==> config.mk <==
export PLATFORM = sky130hd
export DESIGN_NAME = sweep_ctrl
export DESIGN_NICKNAME = d
export VERILOG_FILES = /design/src/rtl/sweep_ctrl.sv
export SDC_FILE = /design/constraint.sdc
export NUM_CORES = 1
export LEC_CHECK = 0
export ABC_AREA = 1
export CAP_MARGIN = 20
export CORE_ASPECT_RATIO = 0.5
export CORE_MARGIN = 2
export CORE_UTILIZATION = 51
export DETAILED_ROUTE_END_ITERATION = 10
export PLACE_DENSITY = 0.78
export SLEW_MARGIN = 10
export SYNTH_ARGS = -nofsm -noshare
export SYNTH_HDL_FRONTEND = slang
export SYNTH_SLANG_ARGS = --single-unit
==> constraint.sdc <==
create_clock -name clk -period 1.8 [get_ports clk]
set_input_delay 0.36 -clock clk [delete_from_list [all_inputs] [get_ports clk]]
set_output_delay 0.36 -clock clk [all_outputs]
set_load 0.05 [all_outputs]
==> src/rtl/sweep_ctrl.sv <==
// sweep_ctrl: triangle-sweep sequencer for an 8-bit up/down counter datapath.
// On an accepted start the position steps lo -> hi -> lo for a programmed
// number of passes (0 = until stop), then pulses done. dir feeds the
// counter's mode input (1 = up, 0 = down).
// Optional feature: define SWEEP_DWELL_EN to add a HOLD state that freezes
// the position for DWELL extra cycles at every turning point.
module sweep_ctrl #(
    parameter int WIDTH  = 8,
    parameter int PASS_W = 4,
    parameter int DWELL  = 3
) (
    input  logic              clk,
    input  logic              rst,
    input  logic              start,
    input  logic              stop,
    input  logic [WIDTH-1:0]  lo,
    input  logic [WIDTH-1:0]  hi,
    input  logic [PASS_W-1:0] passes,
    output logic [WIDTH-1:0]  q,
    output logic              dir,
    output logic              busy,
    output logic              done,
    output logic              err
);

`ifdef SWEEP_DWELL_EN
    typedef enum logic [1:0] {
        IDLE = 2'd0,
        UP   = 2'd1,
        DOWN = 2'd2,
        HOLD = 2'd3
    } state_t;

    // Dwell counter holds DWELL-1 .. 0 while in HOLD.
    localparam int DWELL_W = (DWELL > 1) ? $clog2(DWELL) : 1;
    localparam logic [DWELL_W-1:0] DWELL_INIT = DWELL_W'(DWELL - 1);

    logic [DWELL_W-1:0] dwell_cnt, dwell_cnt_nx;
`else
    typedef enum logic [1:0] {
        IDLE = 2'd0,
        UP   = 2'd1,
        DOWN = 2'd2
    } state_t;
`endif

    // A zero dwell would make HOLD unable to count down; refuse it at elaboration.
    if (DWELL < 1) begin : g_dwell_check
        $error("sweep_ctrl: DWELL must be at least 1");
    end

    state_t             state, state_nx;
    logic [WIDTH-1:0]   q_nx;
    logic               dir_nx;
    logic               done_nx, err_nx;
    logic [WIDTH-1:0]   lo_q, lo_nx;
    logic [WIDTH-1:0]   hi_q, hi_nx;
    logic [PASS_W-1:0]  passes_q, passes_nx;
    logic [PASS_W-1:0]  pass_cnt, pass_cnt_nx;

    // busy comes straight from the state flops, so it has no input path.
    assign busy = (state != IDLE);

    // State and datapath registers with synchronous active-low reset.
    always_ff @(posedge clk) begin
        // NOTE: sequential state uses non-blocking assignments so every flop
        // samples the pre-edge values computed by the combinational block.
        if (!rst) begin
            state    <= IDLE;
            q        <= '0;
            dir      <= 1'b1;
            done     <= 1'b0;
            err      <= 1'b0;
            lo_q     <= '0;
            hi_q     <= '0;
            passes_q <= '0;
            pass_cnt <= '0;
`ifdef SWEEP_DWELL_EN
            dwell_cnt <= '0;
`endif
        end else begin
            state    <= state_nx;
            q        <= q_nx;
            dir      <= dir_nx;
            done     <= done_nx;
            err      <= err_nx;
            lo_q     <= lo_nx;
            hi_q     <= hi_nx;
            passes_q <= passes_nx;
            pass_cnt <= pass_cnt_nx;
`ifdef SWEEP_DWELL_EN
            dwell_cnt <= dwell_cnt_nx;
`endif
        end
    end

    // Next-state and next-datapath logic for the sweep sequence.
    always_comb begin
        // NOTE: every target gets a hold/idle default before the case, so no
        // path through the block leaves a signal unassigned (no latches).
        state_nx    = state;
        q_nx        = q;
        dir_nx      = dir;
        done_nx     = 1'b0;
        err_nx      = 1'b0;
        lo_nx       = lo_q;
        hi_nx       = hi_q;
        passes_nx   = passes_q;
        pass_cnt_nx = pass_cnt;
`ifdef SWEEP_DWELL_EN
        dwell_cnt_nx = dwell_cnt;
`endif

        case (state)
            IDLE: begin
                // stop beats start; a start with empty range is rejected.
                if (start && !stop) begin
                    if (lo < hi) begin
                        lo_nx       = lo;
                        hi_nx       = hi;
                        passes_nx   = passes;
                        q_nx        = lo;
                        dir_nx      = 1'b1;
                        pass_cnt_nx = '0;
                        state_nx    = UP;
                    end else begin
                        err_nx = 1'b1;
                    end
                end
            end

            UP: begin
                if (stop) begin
                    state_nx = IDLE;
                end else if (q < hi_q) begin
                    q_nx = q + 1'b1;
                end else begin
`ifdef SWEEP_DWELL_EN
                    state_nx     = HOLD;
                    dwell_cnt_nx = DWELL_INIT;
`else
                    q_nx     = q - 1'b1;
                    dir_nx   = 1'b0;
                    state_nx = DOWN;
`endif
                end
            end

            DOWN: begin
                if (stop) begin
                    state_nx = IDLE;
                end else if (q > lo_q) begin
                    q_nx = q - 1'b1;
                end else begin
                    // Pass complete; with passes == 0 the counter just wraps.
                    pass_cnt_nx = pass_cnt + 1'b1;
                    if ((passes_q != '0) && (pass_cnt_nx == passes_q)) begin
                        state_nx = IDLE;
                        done_nx  = 1'b1;
                    end else begin
`ifdef SWEEP_DWELL_EN
                        state_nx     = HOLD;
                        dwell_cnt_nx = DWELL_INIT;
`else
                        q_nx     = q + 1'b1;
                        dir_nx   = 1'b1;
                        state_nx = UP;
`endif
                    end
                end
            end

`ifdef SWEEP_DWELL_EN
            HOLD: begin
                // dir still tells which turning point we are parked at.
                if (stop) begin
                    state_nx = IDLE;
                end else if (dwell_cnt != '0) begin
                    dwell_cnt_nx = dwell_cnt - 1'b1;
                end else if (dir) begin
                    q_nx     = q - 1'b1;
                    dir_nx   = 1'b0;
                    state_nx = DOWN;
                end else begin
                    q_nx     = q + 1'b1;
                    dir_nx   = 1'b1;
                    state_nx = UP;
                end
            end
`endif

            default: state_nx = IDLE;
        endcase
    end

endmodule

==> results.md, run 1 <==
Run status:
- The run finished, with violations left.
- The final reports fail on DRC, setup timing.

STA:
- Across all setup checks in the final design, the least slack found is -0.122 ns.
- For the pin with the worst max-slew slack, the measured transition is between 0.3 and 0.4 ns.
- Setup repair after global routing could not meet its margin everywhere.
- Summed over all failing endpoints, the final setup total negative slack is -1.07 ns.
- The headroom to the max-slew limit is 0.760.
- Of the available clock period, the critical path in the final layout requires 1.07.
- The final critical-path required period is 1.92 ns.
- On the final layout, the worst hold slack is about 0.36 ns.
- The achievable clock frequency is 0.520 GHz.
- The number of setup violations in the final report is 14.
- The number of pins exceeding their max-slew limit in the final report is 0.
- The final worst clock skew is 0.00468 ns.
- The number of failing hold endpoints at the final stage was 0.

Cells and area:
- The number of filler instances in the final layout is 326.
- The repair_antennas step left the layout with diodes totalling 0.
- The layout overhead on the synthesized area is 53.7%.
- The leading cell type in the layout, fill and taps excluded is sky130_fd_sc_hd__nand2_1.
- Of the cells placed in the final design, the portion with a size suffix greater than 1 is 0.364.
- The total number of nets in the final design is 586.
- In the layout the commonest cells are sky130_fd_sc_hd__nand2_1, sky130_fd_sc_hd__buf_4, sky130_fd_sc_hd__nand3_1, sky130_fd_sc_hd__inv_1, sky130_fd_sc_hd__nor2_1.
- The post-route cell area is 4420 µm².
- At the end of the flow the core is filled with cells to 0.808.
- The number of standard cells in the layout, taps in and fillers out is 606.

Floorplanning:
- The die outline area is ~6300 µm².
- In this run the standard cell core region covers 5470 µm².
- The die is 110 µm wide.
- The die height is 57.1 µm.
- For this design the top-level I/O count stands at 36.
- The effective utilization at floorplan is 0.526.
- The floorplan row count is 19.

GRT:
- The number of antenna violations at the first check in global routing is 0.
- The total overflow left after global routing is 0.
- The number of global-route vias before repair came to 3,273.
- Entering global routing, the biggest net connects 29 pins.
- For this run, the total global-route usage over all layers was measured as 0.312.
- The first global-routing pass estimated 15,100 µm of wire.

Placement:
- Summing all placed instances gives a cell area of about 3800 µm².
- After detailed placement, the design holds a cell count of 580.
- The sum of net half-perimeters after detailed placement is 5830 µm.
- The count of input and output buffers is 35.
- The congestion estimate from routability-driven global placement came to 0.943.

Synth:
- Summing every instance area after synthesis gives about 2900 µm².
- The largest total area in the synthesized netlist belongs to sky130_fd_sc_hd__dfxtp_1.
- The share of the Yosys chip area taken by registers is 0.258.
- The netlist uses 34 different library cells.
- By area the synthesized netlist is led by sky130_fd_sc_hd__dfxtp_1, sky130_fd_sc_hd__nand2_1, sky130_fd_sc_hd__ha_1, sky130_fd_sc_hd__nand3_1, sky130_fd_sc_hd__inv_1.
- Synthesis inferred 37 register bits.
- In the synthesized netlist, the number of instances is 439.
- The total number of yosys warnings is 0.
- The area share of the largest cell type after synthesis is 0.258.
- The average footprint of a synthesized cell is 6.55 µm².
- Synthesis produced a netlist with a net count of around 500.

Routing:
- After detailed routing, the number of remaining DRC violations is 1.
- The detailed router finished its first iteration with 320 violations.
- Before antenna repair, the detailed router went through 9 iterations.
- Dividing the detail-routed wire length by the instance count gives between 15 and 20 µm.
- Using the TritonRoute via totals, the vias-per-cell ratio works out to ~5.7.
- The final antenna-violating net count is 0.
- The post-detailed-routing wire length is 10,300 µm.
- Summing over every cut layer, the via total after detailed routing is 3,456.

Critical path:
- STA classifies the critical path startpoint as a flip-flop.
- The critical path required time is 2.01 ns.
- For the worst setup path, the data arrival time is between 2 and 2.5 ns.
- The worst setup path is captured at a flip-flop.
- The type of the setup path with the least slack is flip-flop to flip-flop.
- In this design, the largest share of critical-path delay is due to simple AND/OR/NAND/NOR gates.
- In this run the worst path has a maximum fanout of 8.
- The standard cell with the maximum stage delay on the critical path is sky130_fd_sc_hd__dfxtp_1.
- The sum of buffers and inverters on the critical path is 2.
- The signal on the critical path passes through inv_2 -> ha_4 -> nand2_4 -> nor2_4 -> nand2_2 -> nand2_4 -> nand2_8 -> inv_6 -> nor2_4 -> nor2_4 -> nand2_4 -> nand2_2 -> nand2_1 -> nor2_1.
- The biggest cell delay along the critical path is 0.34 ns.

Clock network:
- The H-tree depth reported by CTS is 2.
- TritonCTS built the clock tree.
- The clock network latency to the later pin of the worst-skew pair is 0.28 ns.
- The clock passes through at most 2 buffers.
- The clock input transition at the sequential cells of the worst setup and hold paths is 0.06 ns.
- The number of buffers inserted during clock tree synthesis is 5.
- The number of clock sinks is 37.
- The buffer type at the clock tree root is sky130_fd_sc_hd__clkbuf_16.

Power:
- Power spread over the standard cell area amounts to approximately 1700 nW/µm².
- The leakage power is 2.06 nW.
- Across the VDD grid, the largest voltage drop is approximately 1200 µV.

Flow run:
- The number of violations of the max-capacitance limit is 0.

Min path:
- The min-delay analysis places its worst path in the category primary input to flip-flop.
[worst paths after layout]
path,slack [ns],start,cells past startpoint,to
worst max-delay path,-0.12,lo_q[7]$_SDFFE_PN0P_,14,q[1]$_SDFFE_PN0P_
worst min-delay path,0.36,hi[2],3,hi_q[2]$_SDFFE_PN0P_
worst min register to register,0.46,hi_q[2]$_SDFFE_PN0P_,2,hi_q[2]$_SDFFE_PN0P_
worst max register to register,-0.12,lo_q[7]$_SDFFE_PN0P_,14,q[1]$_SDFFE_PN0P_
[state kept, by name (all words and copies together), names as in the netlist, 2 cells and up]
| name | flops |
|---|---|
| pass_cnt | 4 |
| hi_q | 8 |
| lo_q | 8 |
| state | 2 |
| passes_q | 4 |
| q | 8 |
[cell type report]
cell class	instances	area, µm²	area share
timing repair buffer	100	911	0.206
multi-input combinational	331	2270	0.515
clock buffer	8	136	0.0309
tap	73	91.3	0.0207
inverter	57	230	0.0521
sequential	37	774	0.175
[cell usage after synthesis, drive strengths merged]
cell type / count
ha: 30
nor4: 1
nand3: 46
o21a: 1
nand2: 133
clkinv: 1
nand3b: 1
clkbuf: 8
o211ai: 1
inv: 56
o21ai: 22
a21o: 1
a2111oi: 1
buf: 7
nand4: 9
xor2: 5
a21oi: 36
dfxtp: 37
nor3: 1
nor2: 37
xnor2: 4
o22ai: 1
[stage by stage]
| stage | total power, mW | worst slack (ns) |
|---|---|---|
| finish | 7.36 | -0.122 |
| floorplan | 4.03 | -0.0273 |
| global route | 7.76 | -0.233 |
| global placement | 5.20 | -0.541 |
| detailed placement | 5.29 | -0.609 |
| CTS | 6.54 | -0.0265 |
[layer usage]
metal | share of wire | wire (µm) | vias to the layer above | GRT usage
li1 | - | - | 1607 | -
met1 | 0.41 | 4230 | 1573 | 0.399
met2 | 0.46 | 4770 | 229 | 0.534
met3 | 0.094 | 971 | 47 | 0.0651
met4 | 0.032 | 331 | 0 | 0.0946
met5 | 0 | 0 | - | 0
[timing repair]
item                       in CTS  in global routing
hold buffers                    0                  0
pin swaps                      32                 21
gates cloned                    4                  0
gates resized for setup        74                 61
setup endpoints to repair      37                 38
setup buffers                   7                  7
[tightest hold or removal path, stage by stage]
cell,delay (ns)
sky130_fd_sc_hd__clkbuf_2,0.09
sky130_fd_sc_hd__o21ai_1,0.06
sky130_fd_sc_hd__a21oi_1,0.10
[cells by family (layout without fill, tap and decap cells)]
family                     Yosys count  in the layout  share of synthesized area
and+or+nand+nor                    228            229                      0.360
buffers and inverters               72            165                      0.105
AOI/OAI and AO/OA                   63             63                      0.119
DFF                                 37             37                      0.258
adders and majority gates           30             30                      0.131
xor gates and xnor gates             9              9                     0.0274
[power by group]
part	switching [mW]	internal (mW)	total, mW
combinational	3.15	2.16	5.31
clock	0.349	0.516	0.865
sequential	0.174	1.01	1.18
total	3.67	3.69	7.36
No activity file was read; power rests on OpenSTA's default activity.
==> run 2: changes to the inputs <==
--- a/config.mk
+++ b/config.mk
@@ -7,7 +7,7 @@
 export LEC_CHECK = 0
 export ABC_AREA = 1
 export CAP_MARGIN = 20
-export CORE_ASPECT_RATIO = 0.5
+export CORE_ASPECT_RATIO = 1.25
 export CORE_MARGIN = 2
 export CORE_UTILIZATION = 51
 export DETAILED_ROUTE_END_ITERATION = 10
==> results.md, run 2 (synthesized netlist as in run 1, its figures left out) <==
Run status:
- The run finished, with violations left.
- The checks that failed: setup timing.

Floorplanning:
- The die covers roughly 6300 µm².
- The floorplan row count is 30.
- The effective utilization at floorplan is 0.528.
- The x dimension of the die is 71.1 µm.
- The total I/O pin count is 36.
- The standard cell core area is 5440 µm².
- Measured along the y axis, the die boundary spans 87.9 µm.

Clock network:
- The maximum buffer depth of the clock tree is 2.
- The TritonCTS clock tree is built.
- Buffers inserted during clock tree synthesis total 5.
- For the worst-skew pair, the clock arrives at the later sink with an insertion delay of 0.30 ns.
- Clock tree synthesis selected as its root buffer the cell sky130_fd_sc_hd__clkbuf_8.
- After clock tree synthesis, the clock-pin slew on the worst setup and hold paths is 0.08 ns.
- For this design, the sink count on the clock tree is 37.
- In this run the number of H-tree levels came out at 2.

STA:
- Across all setup checks in the final design, the least slack found is -0.167 ns.
- Setup repair after global routing could not meet its margin everywhere.
- The period utilization is 1.09.
- The number of pins exceeding their max-slew limit in the final report came to 0.
- The number of setup violations in the final report is 29.
- The headroom to the max-slew limit is 0.738.
- The achievable clock frequency is 0.508 GHz.
- The number of failing hold endpoints at the final stage is 0.
- For the pin with the worst max-slew slack, the measured transition is 0.392 ns.
- The final worst clock skew is 0.00689 ns.
- The routed design could run at a clock period as short as slightly below 2 ns.

GRT:
- The all-layer global routing usage is 0.276.
- The number of global-route vias before repair is 3,052.
- Entering global routing, the biggest net connects 35 pins.
- The wire length of the first global-routing pass is 13,600 µm.
- The number of antenna violations at the first check in global routing is 0.
- The overflow left after global routing is 0.

Critical path:
- The critical path ends at q[3]$_SDFFE_PN0P_.
- On the worst path, the slowest cell contributes a delay of 0.26 ns.
- The worst setup path is of the primary input to flip-flop kind.
- At the worst endpoint, the required time is 2.02 ns.
- The arrival time at the worst endpoint is 2.19 ns.
- The critical path runs through a total of 12 cells.
- The startpoint of the worst setup timing path is hi[7].
- The worst register-to-register path has a setup slack of -0.16 ns.
- Grouping stages by cell kind, the critical path spends the most delay in compound AO/OA/AOI/OAI gates.
- The critical path launch point type is a primary input.
- The largest individual stage delay along the critical path comes from the cell sky130_fd_sc_hd__o21a_1.
- The terminus of the critical flop-to-flop path is q[3]$_SDFFE_PN0P_.
- The number of cells on the worst reg-to-reg path is 17.
- The worst setup path is captured at a flip-flop.
- The beginning of the worst register-to-register path is q[0]$_SDFFE_PN0P_.
- The signal on the critical path passes through dlygate4sd2_1 -> inv_2 -> ha_4 -> a21oi_4 -> o21a_1 -> nand3b_4 -> buf_6 -> a21oi_4 -> nand2_4 -> nand2_1 -> nand2_1 -> nor2_1.
- The number of buffers and inverters on the critical path is 3.
- In this run the worst path has a maximum fanout of 8.

Cells and area:
- The leading cell type in the layout, fill and taps excluded is sky130_fd_sc_hd__nand2_1.
- In the final layout, the registers with the most flip-flops are hi_q: 8 flops, lo_q: 8 flops, q: 8 flops.
- In the final design database the tool counted ~580 nets.
- Relative to the synthesized area, the layout overhead comes to 45.6%.
- The post-route cell area is between 4000 and 5000 µm².
- The number of filler instances in the final layout is approximately 410.
- The fraction of final layout cells sized beyond drive strength 1 is 0.341.
- 0 antenna diodes ended up in the layout.
- In the layout the commonest cells are sky130_fd_sc_hd__nand2_1, sky130_fd_sc_hd__buf_4, sky130_fd_sc_hd__nand3_1, sky130_fd_sc_hd__inv_1.

Power:
- VDD sags by at most roughly 950 µV.
- Summed over all cells, the static leakage comes to 1.96 nW.
- The power per cell area is 1630 nW/µm².

Flow run:
- The number of violations of the max-capacitance limit is 0.

Routing:
- The detail route stage leaves a number of antenna-violating nets equal to 0.
- The first detailed-routing pass ran for 5 iterations.
- The routed layout has 3,310 vias.
- The detail-routed via count per cell is 5.65.
- The violation count after the first detailed-routing iteration is 245.
- Summed over all layers, the routed wires come to 9450 µm.
- The DRC violation count after routing is 0.
- Dividing the detail-routed wire length by the instance count gives 16.1 µm.

Placement:
- The HPWL after detailed placement is 6240 µm.
- Buffers placed on the I/O ports in this run total 35.
- The cell area after placement is 3750 µm².
- The final RePlAce weighted congestion is between 0.8 and 0.9.
- The setup slack at placement is -0.648 ns.

Min path:
- The min-delay analysis places its worst path in the category primary input to flip-flop.
-- run 2: how the worst min path moves through the flow --
stage | from | to | slack [ns] | cells after the start
after CTS | hi_q[2]$_SDFFE_PN0P_ | hi_q[2]$_SDFFE_PN0P_ | 0.47 | 2
after floorplan | lo_q[4]$_SDFFE_PN0P_ | lo_q[4]$_SDFFE_PN0P_ | 0.43 | 2
after global routing | lo[0] | lo_q[0]$_SDFFE_PN0P_ | 0.41 | 3
after global placement | hi_q[3]$_SDFFE_PN0P_ | hi_q[3]$_SDFFE_PN0P_ | 0.44 | 2
final | lo[0] | lo_q[0]$_SDFFE_PN0P_ | 0.40 | 3
after detailed placement | hi_q[3]$_SDFFE_PN0P_ | hi_q[3]$_SDFFE_PN0P_ | 0.45 | 2
-- run 2: power by group --
group	switching (mW)	internal (mW)	leakage, nW	total [mW]
Sequential	0.198	1.01	0.311	1.21
Clock	0.330	0.275	0.0461	0.605
Combinational	2.99	2.03	1.60	5.02
Total	3.52	3.31	1.96	6.83
-- run 2: metal layers --
| metal | GRT usage | share of wire | vias up | routed length [µm] |
|---|---|---|---|---|
| li1 | - | - | 1581 | - |
| met1 | 0.286 | 0.35 | 1510 | 3320 |
| met2 | 0.531 | 0.53 | 164 | 4980 |
| met3 | 0.0391 | 0.060 | 55 | 564 |
| met4 | 0.144 | 0.062 | 0 | 589 |
| met5 | 0 | 0 | - | 0 |
-- run 2: layout make-up --
class	count	area [µm²]	area share
clock buffer	6	72.6	0.0173
clock inverter	2	12.5	0.00299
inverter	57	226	0.0541
multi-input combinational	331	2250	0.537
sequential	37	779	0.186
tap	64	80.1	0.0191
timing repair buffer	89	768	0.184
-- run 2: per-stage QoR --
| step | std cells | power (mW) | setup TNS (ns) | utilization | hold slack, ns |
|---|---|---|---|---|---|
| 6_report | 586 | 6.83 | -1.64 | 0.769 | 0.400 |
| 5_1_grt | 586 | 7.27 | -5.17 | 0.769 | 0.407 |
| 4_1_cts | 579 | 6.13 | -0.122 | 0.725 | 0.470 |
| 3_5_place_dp | 568 | 5.31 | -20.32 | 0.688 | 0.450 |
| 3_3_place_gp | 568 | 5.19 | -16.78 | 0.688 | 0.443 |
| 2_1_floorplan | 439 | 4.03 | -0.0440 | - | 0.433 |
-- run 2: repair_timing --
| action | in CTS | in global routing |
|---|---|---|
| pin swaps | 27 | 37 |
| gates resized for setup | 43 | 52 |
| cloned | 1 | 0 |
| hold buffers | 0 | 0 |
| buffers inserted | 2 | 9 |
| setup endpoints to repair | 37 | 38 |
-- run 2: worst min-delay path, delay by kind of cell --
kind | cells | cell delay (ns)
AO/OA/AOI/OAI | 1 | 0.06
buffers and inverters | 1 | 0.15
AND/OR/NAND/NOR | 1 | 0.09
